### src/rtl/delay_line_ctrl.sv
// delay_line_ctrl: echo/delay controller driving a dual-port sample RAM (write port 1, read port 2).
// Optional power-up RAM clear sweep is enabled by defining DELAY_CLEAR_EN.
module delay_line_ctrl #(
    parameter int DATA_WIDTH = 32,
    parameter int SIZE       = 8,
    parameter int ADDR_WIDTH = 3,
    parameter int FB_SHIFT   = 1
) (
    input  logic                  CLK,
    input  logic                  RST_N,
    input  logic                  IN_VALID,
    output logic                  IN_READY,
    input  logic [DATA_WIDTH-1:0] IN_DATA,
    input  logic [ADDR_WIDTH-1:0] DELAY,
    output logic                  OUT_VALID,
    input  logic                  OUT_READY,
    output logic [DATA_WIDTH-1:0] OUT_DATA,
    output logic                  WE,
    output logic [ADDR_WIDTH-1:0] ADDR1,
    output logic [DATA_WIDTH-1:0] DI,
    output logic [ADDR_WIDTH-1:0] ADDR2,
    input  logic [DATA_WIDTH-1:0] DO2
);
    typedef enum logic [2:0] {
        IDLE,
        RD_WAIT,
        MIX,
        WR,
        OUT
`ifdef DELAY_CLEAR_EN
        , CLEAR
`endif
    } state_t;

`ifdef DELAY_CLEAR_EN
    localparam state_t RST_ST = CLEAR;
    logic [ADDR_WIDTH:0] clr_q, clr_d;
`else
    localparam state_t RST_ST = IDLE;
`endif

    state_t                state_q, state_d;
    logic [ADDR_WIDTH-1:0] wr_ptr_q, wr_ptr_d;
    logic [DATA_WIDTH-1:0] in_q, in_d;
    logic                  in_ready_q, in_ready_d;
    logic                  out_valid_q, out_valid_d;
    logic [DATA_WIDTH-1:0] out_data_q, out_data_d;
    logic                  we_q, we_d;
    logic [ADDR_WIDTH-1:0] addr1_q, addr1_d;
    logic [DATA_WIDTH-1:0] di_q, di_d;
    logic [ADDR_WIDTH-1:0] addr2_q, addr2_d;

    logic signed [DATA_WIDTH-1:0] wet;
    logic        [DATA_WIDTH:0]   sum;
    logic        [DATA_WIDTH-1:0] mix;

    // One guard bit catches signed overflow; clamp towards the overflow direction.
    assign wet = $signed(DO2) >>> FB_SHIFT;
    assign sum = {in_q[DATA_WIDTH-1], in_q} + {wet[DATA_WIDTH-1], wet};
    assign mix = (sum[DATA_WIDTH] == sum[DATA_WIDTH-1]) ? sum[DATA_WIDTH-1:0]
                                                       : {sum[DATA_WIDTH], {(DATA_WIDTH-1){~sum[DATA_WIDTH]}}};

    always_ff @(posedge CLK or negedge RST_N) begin
        if (!RST_N) begin
            state_q     <= RST_ST;
            wr_ptr_q    <= '0;
            in_q        <= '0;
            in_ready_q  <= 1'b0;
            out_valid_q <= 1'b0;
            out_data_q  <= '0;
            we_q        <= 1'b0;
            addr1_q     <= '0;
            di_q        <= '0;
            addr2_q     <= '0;
`ifdef DELAY_CLEAR_EN
            clr_q       <= '0;
`endif
        end else begin
            state_q     <= state_d;
            wr_ptr_q    <= wr_ptr_d;
            in_q        <= in_d;
            in_ready_q  <= in_ready_d;
            out_valid_q <= out_valid_d;
            out_data_q  <= out_data_d;
            we_q        <= we_d;
            addr1_q     <= addr1_d;
            di_q        <= di_d;
            addr2_q     <= addr2_d;
`ifdef DELAY_CLEAR_EN
            clr_q       <= clr_d;
`endif
        end
    end

    always_comb begin
        state_d     = state_q;
        wr_ptr_d    = wr_ptr_q;
        in_d        = in_q;
        in_ready_d  = in_ready_q;
        out_valid_d = out_valid_q;
        out_data_d  = out_data_q;
        we_d        = we_q;
        addr1_d     = addr1_q;
        di_d        = di_q;
        addr2_d     = addr2_q;
`ifdef DELAY_CLEAR_EN
        clr_d       = clr_q;
`endif
        case (state_q)
            IDLE: begin
                in_ready_d = 1'b1;
                if (IN_VALID && in_ready_q) begin
                    in_d       = IN_DATA;
                    addr2_d    = wr_ptr_q - DELAY;
                    in_ready_d = 1'b0;
                    state_d    = RD_WAIT;
                end
            end
            RD_WAIT: state_d = MIX;
            MIX: begin
                di_d       = mix;
                out_data_d = mix;
                addr1_d    = wr_ptr_q;
                we_d       = 1'b1;
                state_d    = WR;
            end
            WR: begin
                we_d        = 1'b0;
                wr_ptr_d    = (wr_ptr_q == ADDR_WIDTH'(SIZE - 1)) ? '0 : wr_ptr_q + 1'b1;
                out_valid_d = 1'b1;
                state_d     = OUT;
            end
            OUT: begin
                if (OUT_READY) begin
                    out_valid_d = 1'b0;
                    in_ready_d  = 1'b1;
                    state_d     = IDLE;
                end
            end
`ifdef DELAY_CLEAR_EN
            CLEAR: begin
                if (clr_q == (ADDR_WIDTH + 1)'(SIZE)) begin
                    we_d       = 1'b0;
                    in_ready_d = 1'b1;
                    state_d    = IDLE;
                end else begin
                    we_d    = 1'b1;
                    di_d    = '0;
                    addr1_d = clr_q[ADDR_WIDTH-1:0];
                    clr_d   = clr_q + 1'b1;
                end
            end
`endif
            default: state_d = IDLE;
        endcase
    end

    assign IN_READY  = in_ready_q;
    assign OUT_VALID = out_valid_q;
    assign OUT_DATA  = out_data_q;
    assign WE        = we_q;
    assign ADDR1     = addr1_q;
    assign DI        = di_q;
    assign ADDR2     = addr2_q;
endmodule

### config.mk
export PLATFORM = sky130hd
export DESIGN_NAME = delay_line_ctrl
export DESIGN_NICKNAME = d
export VERILOG_FILES = /design/src/rtl/delay_line_ctrl.sv
export SDC_FILE = /design/constraint.sdc
export NUM_CORES = 1
export LEC_CHECK = 0
export BUFFER_PORTS_ARGS = -buffer_cell sky130_fd_sc_hd__buf_2
export CAP_MARGIN = 10
export CELL_PAD_IN_SITES_DETAIL_PLACEMENT = 0
export CELL_PAD_IN_SITES_GLOBAL_PLACEMENT = 2
export CORE_UTILIZATION = 31
export DETAILED_ROUTE_END_ITERATION = 10
export PLACE_DENSITY_LB_ADDON = 0.1
export SLEW_MARGIN = 10
export SYNTH_ARGS = -nofsm -noshare
export SYNTH_HDL_FRONTEND = slang
export SYNTH_SLANG_ARGS = --single-unit
export TNS_END_PERCENT = 50
### constraint.sdc
create_clock -name CLK -period 3 [get_ports CLK]
set_input_delay 0.45 -clock CLK [delete_from_list [all_inputs] [get_ports CLK]]
set_output_delay 0.45 -clock CLK [all_outputs]
set_load 0.05 [all_outputs]
==> run metrics, run 1 <==
worst r2r src in_q[0]; Avg WL per Cell 14.8 microns; Post-synth ARST share 100%; count of input and output buffers between 100 and 150; cells after synthesis 640; Initial DRT Pass Iterations 4; Avg Inst Size Synth 8.36 sq um; final setup violation count 0; Detailed Route Iter0 Violations about 150; Initial Utilization 32.0%; endpoints failing hold 0; Total GRT Usage 17.2%; ys flop type dfrtp_1; register clock-pin slew on the reported worst setup and hold paths 0.06 ns; Finished Cell Area 6470 sq um; initial antenna violation count 0; Core ar. 16700 sq um; CTS tree built; Largest delay share family, worst path compound AO/OA/AOI/OAI gates; Layout fillers 1774; cell row count 47; Yosys reg bits 79; nets@finish 870; library cells used by synthesis 63; Antenna Nets Post-Route 0; I/O pin cnt 144; share of layout cells above drive strength 1 around 29%; count leader, synth nand2_1; Setup Buffers After CTS 0; Ant. Diodes 0; Worst slew margin 32.4%; Buf+Inv Stages, Crit Path 1; area leader, netlist dfrtp_1; CP max FO 4; final period utilization a little over nine tenths; fmax 0.356 GHz; dpl cells just under 1000; RSZ-0062 raised after global routing false; Setup CP Type reg2reg; post-placement cell area approximately 6200 sq um; met1 wire length slightly above 7000 microns; grt total ovfl 0; largest net degree at the start of global routing 80; CP max-delay cell dfrtp_1; CP startpoint in_q[0]; min Tclk post-route 2.81 ns; Yosys Warn Count 0; Synth top cells by count nand2_1, dfrtp_1, nor2_1; number of synthesized flops with an enable pin 0; total wire length 14600 microns; clk_lat worst skew 0.35 ns; Worst setup EP type flip-flop; Remaining DRCs 0; Post-Syn Area 5350 sq um; syn nets 748; Chip Width 133 microns; TritonCTS buffer count 9; status complete, no violations; clock sink count 79; Worst Tran Pin Value 1.01 ns; Seq/Total Area, Yosys about 37%; Max Buffers Root-to-Sink 2; Hold WC Path Type in2async; final core occ between 30% and 40%; DP Wirelength 11300 microns; die area 17800 sq um; Max stage delay on crit path roughly 0.38 ns; gpl congestion 0.802; Root Buffer clkbuf_16; Final Max Tran Viols 0; CP required between 3 and 4 ns; final clock skew 0.0106 ns; via count of the first global-routing pass 4668; top cell type's share of synthesized area 36.9%; crit path DAT ~3.1 ns; max_cap viols 0; Die Y between 100 and 150 microns; post-route insts no fill 986; met2 wire len between 6000 and 7000 microns; routed length on met3 632 microns; vias 4706; vias per cell 4.77; critical path, cell by cell ha_1 -> inv_1 -> fa_1 -> nor2b_4 -> o31a_4 -> o311ai_1 -> nand2_1 -> o211ai_2 -> a21oi_1 -> or3_1 -> a21o_1 -> a22o_1; Startpoint Class flip-flop; global-route wire length before repair approximately 24000 microns; Multi-input gate area around 3000 sq um; max layer used met4; register area 1980 sq um; H-tree Lvls 3; Area contributors post-synth dfrtp_1, nand2_1, ha_1, buf_4, nor2_1; Area growth, synth to finish 21.0%
worst register-to-register path, stage by stage (launching register included):
cell	delay [ns]
dfrtp_1	0.38
ha_1	0.19
inv_1	0.07
fa_1	0.27
nor2b_4	0.06
o31a_4	0.30
o311ai_1	0.26
nand2_1	0.16
o211ai_2	0.22
a21oi_1	0.11
or3_1	0.31
a21o_1	0.20
a22o_1	0.19
cell type report:
type	count	area share (%)
clock buffer	10	3.54
clock inverter	5	0.928
inverter	14	0.812
multi-input combinational	491	45.6
sequential	79	30.5
tap	220	4.25
timing repair buffer	167	14.3
flip-flops by register name, indices dropped and copies added (netlist names):
| register | flops |
|---|---|
| wr_ptr_q | 3 |
| WE | 1 |
| DI | 32 |
| ADDR2 | 3 |
| ADDR1 | 3 |
| IN_READY | 1 |
| in_q | 32 |
| OUT_VALID | 1 |
| state_q | 3 |
through the flow:
step | hold WS, ns | setup TNS [ns] | setup slack [ns]
CTS | 0.274 | 0 | 0.181
global route | 0.297 | 0 | 0.0197
finish | 0.284 | 0 | 0.188
floorplan | 0.154 | 0 | 0.280
global placement | 0.459 | -0.00260 | -0.00260
detailed placement | 0.463 | 0 | 0.0210
what timing repair did:
action / 4_1_cts / 5_1_grt
hold endpoints to repair: 0 / 0
hold buffers: 0 / 0
resized for setup: 0 / 1
endpoints found under the setup margin: 0 / 1
routing by layer:
| layer | global-route usage [%] | up-vias |
|---|---|---|
| met1 | 23.9 | 2179 |
| met2 | 26.6 | 113 |
| met4 | 6.50 | 0 |
| met5 | 0 | - |
| met3 | 2.89 | 16 |
| li1 | - | 2398 |
placed cells by master, fill, tap and decap left out, drive strengths merged, types with 4 or more instances in the layout:
| cell | instances |
|---|---|
| a21oi | 42 |
| a211oi | 6 |
| a21o | 7 |
| buf | 167 |
| o21bai | 4 |
| nand4 | 7 |
| clkbuf | 10 |
| nand2 | 166 |
| inv | 14 |
| dfrtp | 79 |
| nor2b | 7 |
| xor2 | 10 |
| nor2 | 54 |
| nor3 | 10 |
| o21ai | 62 |
| ha | 35 |
| o211ai | 7 |
| xnor2 | 19 |
| nand3 | 4 |
| nand2b | 4 |
logic make-up (layout without fill, tap and decap cells):
logic type | count (synthesis) | count (layout) | synth area share (%)
AO/OA/AOI/OAI | 155 | 155 | 19.6
XOR/XNOR | 29 | 29 | 4.75
adder cells (fa/ha/maj) | 37 | 37 | 8.93
buffers and inverters | 70 | 196 | 7.95
flip-flops | 79 | 79 | 36.9
multiplexers | 3 | 3 | 0.608
AND/OR/NAND/NOR | 267 | 267 | 21.2
path summary, 6_finish.rpt:
check	to	slack, ns	depth (start not counted)
worst max-delay path	DI[30]	0.19	12
worst max register to register	DI[30]	0.19	12
worst min register to register	ADDR1[0]	0.47	2
max in group asynchronous	in_q[2]	2.08	1
min in group CLK	in_q[25]	0.28	3
worst min-delay path	DI[8]	0.28	1
Power of run 1 is left out: the tool's default activity adds up to more than one toggle a clock period on the data nets, which glitch-free logic cannot reach.
==> run 2, diff against run 1 <==
- CORE_MARGIN: not set -> 4
==> run 2 against run 1 <==
Effect of this change:
- worst setup slack got worse by 0.014 ns
- wire length increased by 1.4%
- highest routed layer unchanged
- core utilization decreased by 0.14 points
==> run metrics, run 2 (same netlist as run 1, synthesis figures left out) <==
routing usage on met3 3.46% (+0.57 points); total wire length 14800 microns (+1.4%); DP Wirelength 11300 microns (+0.14%); TritonCTS buffer count 9 (unchanged); I/O pin cnt 144 (unchanged); nets@finish 870 (unchanged); busiest layer in global routing met2; vias 4703 (-0.064%); Avg WL per Cell 15.0 microns (+1.3%); Max Buffers Root-to-Sink 2 (unchanged); commonest cells after routing, fill and taps aside nand2_1, buf_2, dfrtp_1; die area 19400 sq um (+9.2%); worst r2r src in_q[1]; cell row count 47 (unchanged); vias per cell 4.76 (-0.17%); CTS tree built; Setup CP Type reg2reg; crit path DAT 3.11 ns (+0.06 ns); Total GRT Usage 15.3% (-1.8 points); most common cell after layout, fill and taps aside nand2_1; CP startpoint in_q[1]; Setup Buffers After CTS 0 (unchanged); global-route wire length before repair 24400 microns (+2.2%); Worst slew margin 32.3% (-0.084 points); final period utilization 94.2% (+0.46 points); clock sink count 79 (unchanged); Remaining DRCs 0 (unchanged); Initial Utilization 31.9% (-0.11 points); Final Max Tran Viols 0 (unchanged); post_cts resized 0 (unchanged); initial antenna violation count 0 (unchanged); final core occ 38.6% (-0.14 points); register clock-pin slew on the reported worst setup and hold paths 0.07 ns (about the same); Detailed Route Iter0 Violations 273 (+80%); Ant. Diodes 0 (unchanged); Worst setup EP type flip-flop; share of layout cells above drive strength 1 28.9% (+0.35 points); CP max FO 2 (-2); status complete, no violations; clk_lat worst skew 0.36 ns (about the same); Worst Tran Pin Value 1.02 ns (+0.00127 ns); H-tree Lvls 3 (unchanged); final setup violation count 0 (unchanged); global-route met2 utilization 23.6% (-3.0 points); met1 Use GR 21.5% (-2.4 points); Initial DRT Pass Iterations 5 (+1); count of input and output buffers 142 (unchanged); Area growth, synth to finish 21.0% (unchanged); Hold WC Path Type in2async; largest net degree at the start of global routing 80 (unchanged); Hold Buf Count CTS 0 (unchanged); RSZ-0062 raised after global routing false; endpoints failing hold 0 (unchanged); Root Buffer clkbuf_16; FF-to-FF path depth 11 (-1); Layout fillers 1801 (+1.5%); fmax 0.354 GHz (-0.49%); Chip Width 139 microns (+4.5%); Core ar. 16800 sq um (+0.35%); Antenna Nets Post-Route 0 (unchanged); min Tclk post-route 2.83 ns (+0.0138 ns); Die Y 139 microns (+4.5%); via count of the first global-routing pass 4751 (+1.8%); max_cap viols 0 (unchanged); Startpoint Class flip-flop; grt total ovfl 0 (unchanged); gpl congestion 0.815 (+1.7%); final clock skew 0.0119 ns (+0.00126 ns); CP required 3.28 ns (+0.04 ns)
## run 2: final cells by class
type / instances / area (sq um) / share of cell area [%]
multi-input combinational: 491 / 2960 / 45.7
sequential: 79 / 1980 / 30.5
clock buffer: 9 / 225 / 3.48
timing repair buffer: 167 / 926 / 14.3
inverter: 14 / 52.6 / 0.812
tap: 220 / 275 / 4.25
clock inverter: 7 / 61.3 / 0.947
## run 2: path summary, 6_finish.rpt
| check | to | slack, ns |
|---|---|---|
| setup / recovery | DI[29] | 0.17 |
| hold / removal | in_q[8] | 0.28 |
| setup reg to reg | DI[29] | 0.17 |
| hold reg to reg | ADDR1[0] | 0.48 |
| max in group asynchronous | in_q[29] | 2.08 |
| min in group CLK | in_q[23] | 0.28 |
## run 2: metrics by stage
stage	hold slack, ns	setup slack [ns]	std cells	TNS, ns	cell area (sq um)
after floorplan	0.154	0.280	640	0	5350
after global placement	0.460	-0.00623	971	-0.00623	6180
after detailed placement	0.468	-0.0471	971	-0.578	6180
after CTS	0.268	0.147	987	0	6470
after global routing	0.278	0.00165	987	0	6470
final	0.276	0.175	987	0	6470
## run 2: per-layer routing
metal	part of all wire, %	up-vias
met1	49	2162
li1	-	2398
met3	5.5	15
met4	1.7	0
met2	43	128
met5	0	-
## run 2: worst max-delay path: stages (launching register included)
cell	delay [ns]
dfrtp_1	0.39
ha_1	0.30
a211oi_2	0.31
o21ai_1	0.15
a22oi_1	0.33
a31oi_2	0.19
o21ai_1	0.26
buf_4	0.17
a311o_1	0.22
mux2i_1	0.19
o21ai_0	0.11
a21oi_1	0.13
Power of run 2 is left out for the same reason.
==> run 3, diff against run 2 <==
- CORE_MARGIN: 4 -> 1
- CORE_UTILIZATION: 31 -> 25
==> run 3 against run 2 <==
Effect of this change:
- fmax is essentially flat
- final cell count grew 6.4%
- wire length grew 6.1%
- via count shrank 0.53%
- clock-buffer cell count is the same
- worst setup slack gained 0.0018 ns
- die area grew 13%
- sequential share of layout area shrank 0.74 points
- cell area grew 2.5%
- clock skew shrank 0.0038 ns
- flip-flop and latch count is the same
- highest routed layer unchanged
==> run metrics, run 3 (same netlist as run 1, synthesis figures left out) <==
routing usage on met3 2.24% (-1.2 points); fmax 0.354 GHz (about the same); register area 1980 sq um (unchanged); crit path DAT 3.06 ns (-0.05 ns); I/O pin cnt 144 (unchanged); Initial Utilization 25.5% (-6.5 points); CP max FO 4 (+2); Antenna Nets Post-Route 0 (unchanged); Worst Tran Pin Value 1.05 ns (+0.0303 ns); status complete, no violations; die area 22000 sq um (+13%); Critical R2R Capture DI[30]; count of input and output buffers 142 (unchanged); commonest cells after routing, fill and taps aside nand2_1, buf_2, dfrtp_1; max_cap viols 0 (unchanged); Chip Width 148 microns (+6.4%); final clock skew 0.00809 ns (-0.00381 ns); min Tclk post-route 2.82 ns (-0.00179 ns); cell row count 53 (+13%); global-route wire length before repair 24900 microns (+1.9%); total wire length 15700 microns (+6.1%); final period utilization 94.1% (about the same); via count of the first global-routing pass 4612 (-2.9%); Avg WL per Cell 15.0 microns (-0.27%); initial antenna violation count 0 (unchanged); CP required 3.24 ns (-0.04 ns); final setup violation count 0 (unchanged); Largest delay share family, worst path compound AO/OA/AOI/OAI gates; Startpoint Class flip-flop; nets@finish 878 (+0.92%); RSZ-0062 raised after global routing false; Root Buffer clkbuf_16; H-tree Lvls 3 (unchanged); clock sink count 79 (unchanged); Detailed Route Iter0 Violations 218 (-20%); setup ws final 0.176 ns (+0.00179 ns); CP startpoint in_q[0]; share of layout cells above drive strength 1 29.7% (+0.73 points); Max Buffers Root-to-Sink 2 (unchanged); CP max-delay cell dfrtp_1; Stages on worst setup path 12 (+1); Setup CP Type reg2reg; Core ar. 21000 sq um (+25%); TritonCTS buffer count 9 (unchanged); Multi-input gate area 2960 sq um (about the same); largest net degree at the start of global routing 80 (unchanged); vias 4678 (-0.53%); met1 Use GR 20.4% (-1.1 points); gpl congestion 0.792 (-2.8%); endpoints failing hold 0 (unchanged); vias per cell 4.46 (-6.5%); busiest layer in global routing met2; Total GRT Usage 14.8% (-0.57 points); Worst setup EP type flip-flop; Final Max Tran Viols 0 (unchanged); worst r2r src in_q[0]; Worst Setup EP DI[30]; Hold WC Path Type in2reg; Setup WS pre-CTS -0.0742 ns (-0.0271 ns); Reg2Reg Setup Slack 0.18 ns (about the same); CTS tree built; global-route met2 utilization 23.3% (-0.25 points); final core occ 31.6% (-7.1 points); critical path, cell by cell ha_1 -> inv_1 -> fa_1 -> nor2b_4 -> o31a_4 -> o311ai_1 -> nand2_1 -> o211ai_2 -> a21oi_1 -> or3_1 -> a21o_1 -> a22o_1; FF-to-FF path depth 12 (+1); Worst slew margin 30.3% (-2.0 points); DP Wirelength 12500 microns (+10%); Buf+Inv Stages, Crit Path 1 (unchanged); dpl cells 1034 (+6.5%); Hold Buf Count CTS 0 (unchanged); Remaining DRCs 0 (unchanged); final hold slack 0.281 ns (+0.00503 ns); Max stage delay on crit path 0.38 ns (about the same); register clock-pin slew on the reported worst setup and hold paths 0.07 ns (about the same); Initial DRT Pass Iterations 4 (-1); post-route insts no fill 1050 (+6.4%); Area growth, synth to finish 24.0%; Die Y 148 microns (+6.4%); Ant. Diodes 0 (unchanged); clk_lat worst skew 0.35 ns (about the same); grt total ovfl 0 (unchanged); most common cell after layout, fill and taps aside nand2_1; Layout fillers 2304 (+28%)
==> run 3: repair_timing <==
action                     4_1_cts  5_1_grt
setup endpoints to repair        0        6
resized for setup                0        3
setup buffers                    0        0
hold endpoints to repair         0        0
==> run 3: worst reg2reg max path, stage by stage, from the launching register on <==
cell,delay (ns)
dfrtp_1,0.38
ha_1,0.20
inv_1,0.07
fa_1,0.25
nor2b_4,0.06
o31a_4,0.29
o311ai_1,0.27
nand2_1,0.17
o211ai_2,0.22
a21oi_1,0.12
or3_1,0.31
a21o_1,0.19
a22o_1,0.19
==> run 3: how the worst min path moves through the flow <==
stage	cells after the start	from	endpoint
after detailed placement	2	ADDR2[0]	ADDR2[0]
after CTS	3	IN_DATA[27]	in_q[27]
after global placement	2	ADDR1[2]	ADDR1[2]
after global routing	3	IN_DATA[16]	in_q[16]
final	3	IN_DATA[27]	in_q[27]
after floorplan	0	RST_N	ADDR1[0]
==> run 3: layout make-up <==
type	instances	share of cell area, %
repair buffers	175	15.0
clock inverters	7	1.21
multi-input cells	491	44.6
inverters	14	0.792
clock buffers	9	3.39
flip-flops and latches	79	29.8
well taps	275	5.19
==> run 3: through the flow <==
| step | cell area [sq um] | TNS, ns |
|---|---|---|
| 6_report | 6640 | 0 |
| 5_1_grt | 6640 | 0 |
| 4_1_cts | 6630 | 0 |
| 3_5_place_dp | 6320 | -0.102 |
| 3_3_place_gp | 6320 | -0.128 |
| 2_1_floorplan | 5350 | 0 |
==> run 3: layer usage <==
layer / vias up / share of wire, % / wire length [microns]
met2: 94 / 45 / 7090
met5: - / 0 / 0
met4: 0 / 1.4 / 222
met1: 2160 / 50 / 7890
li1: 2412 / - / -
met3: 12 / 3.3 / 518
Power of run 3 is left out for the same reason.
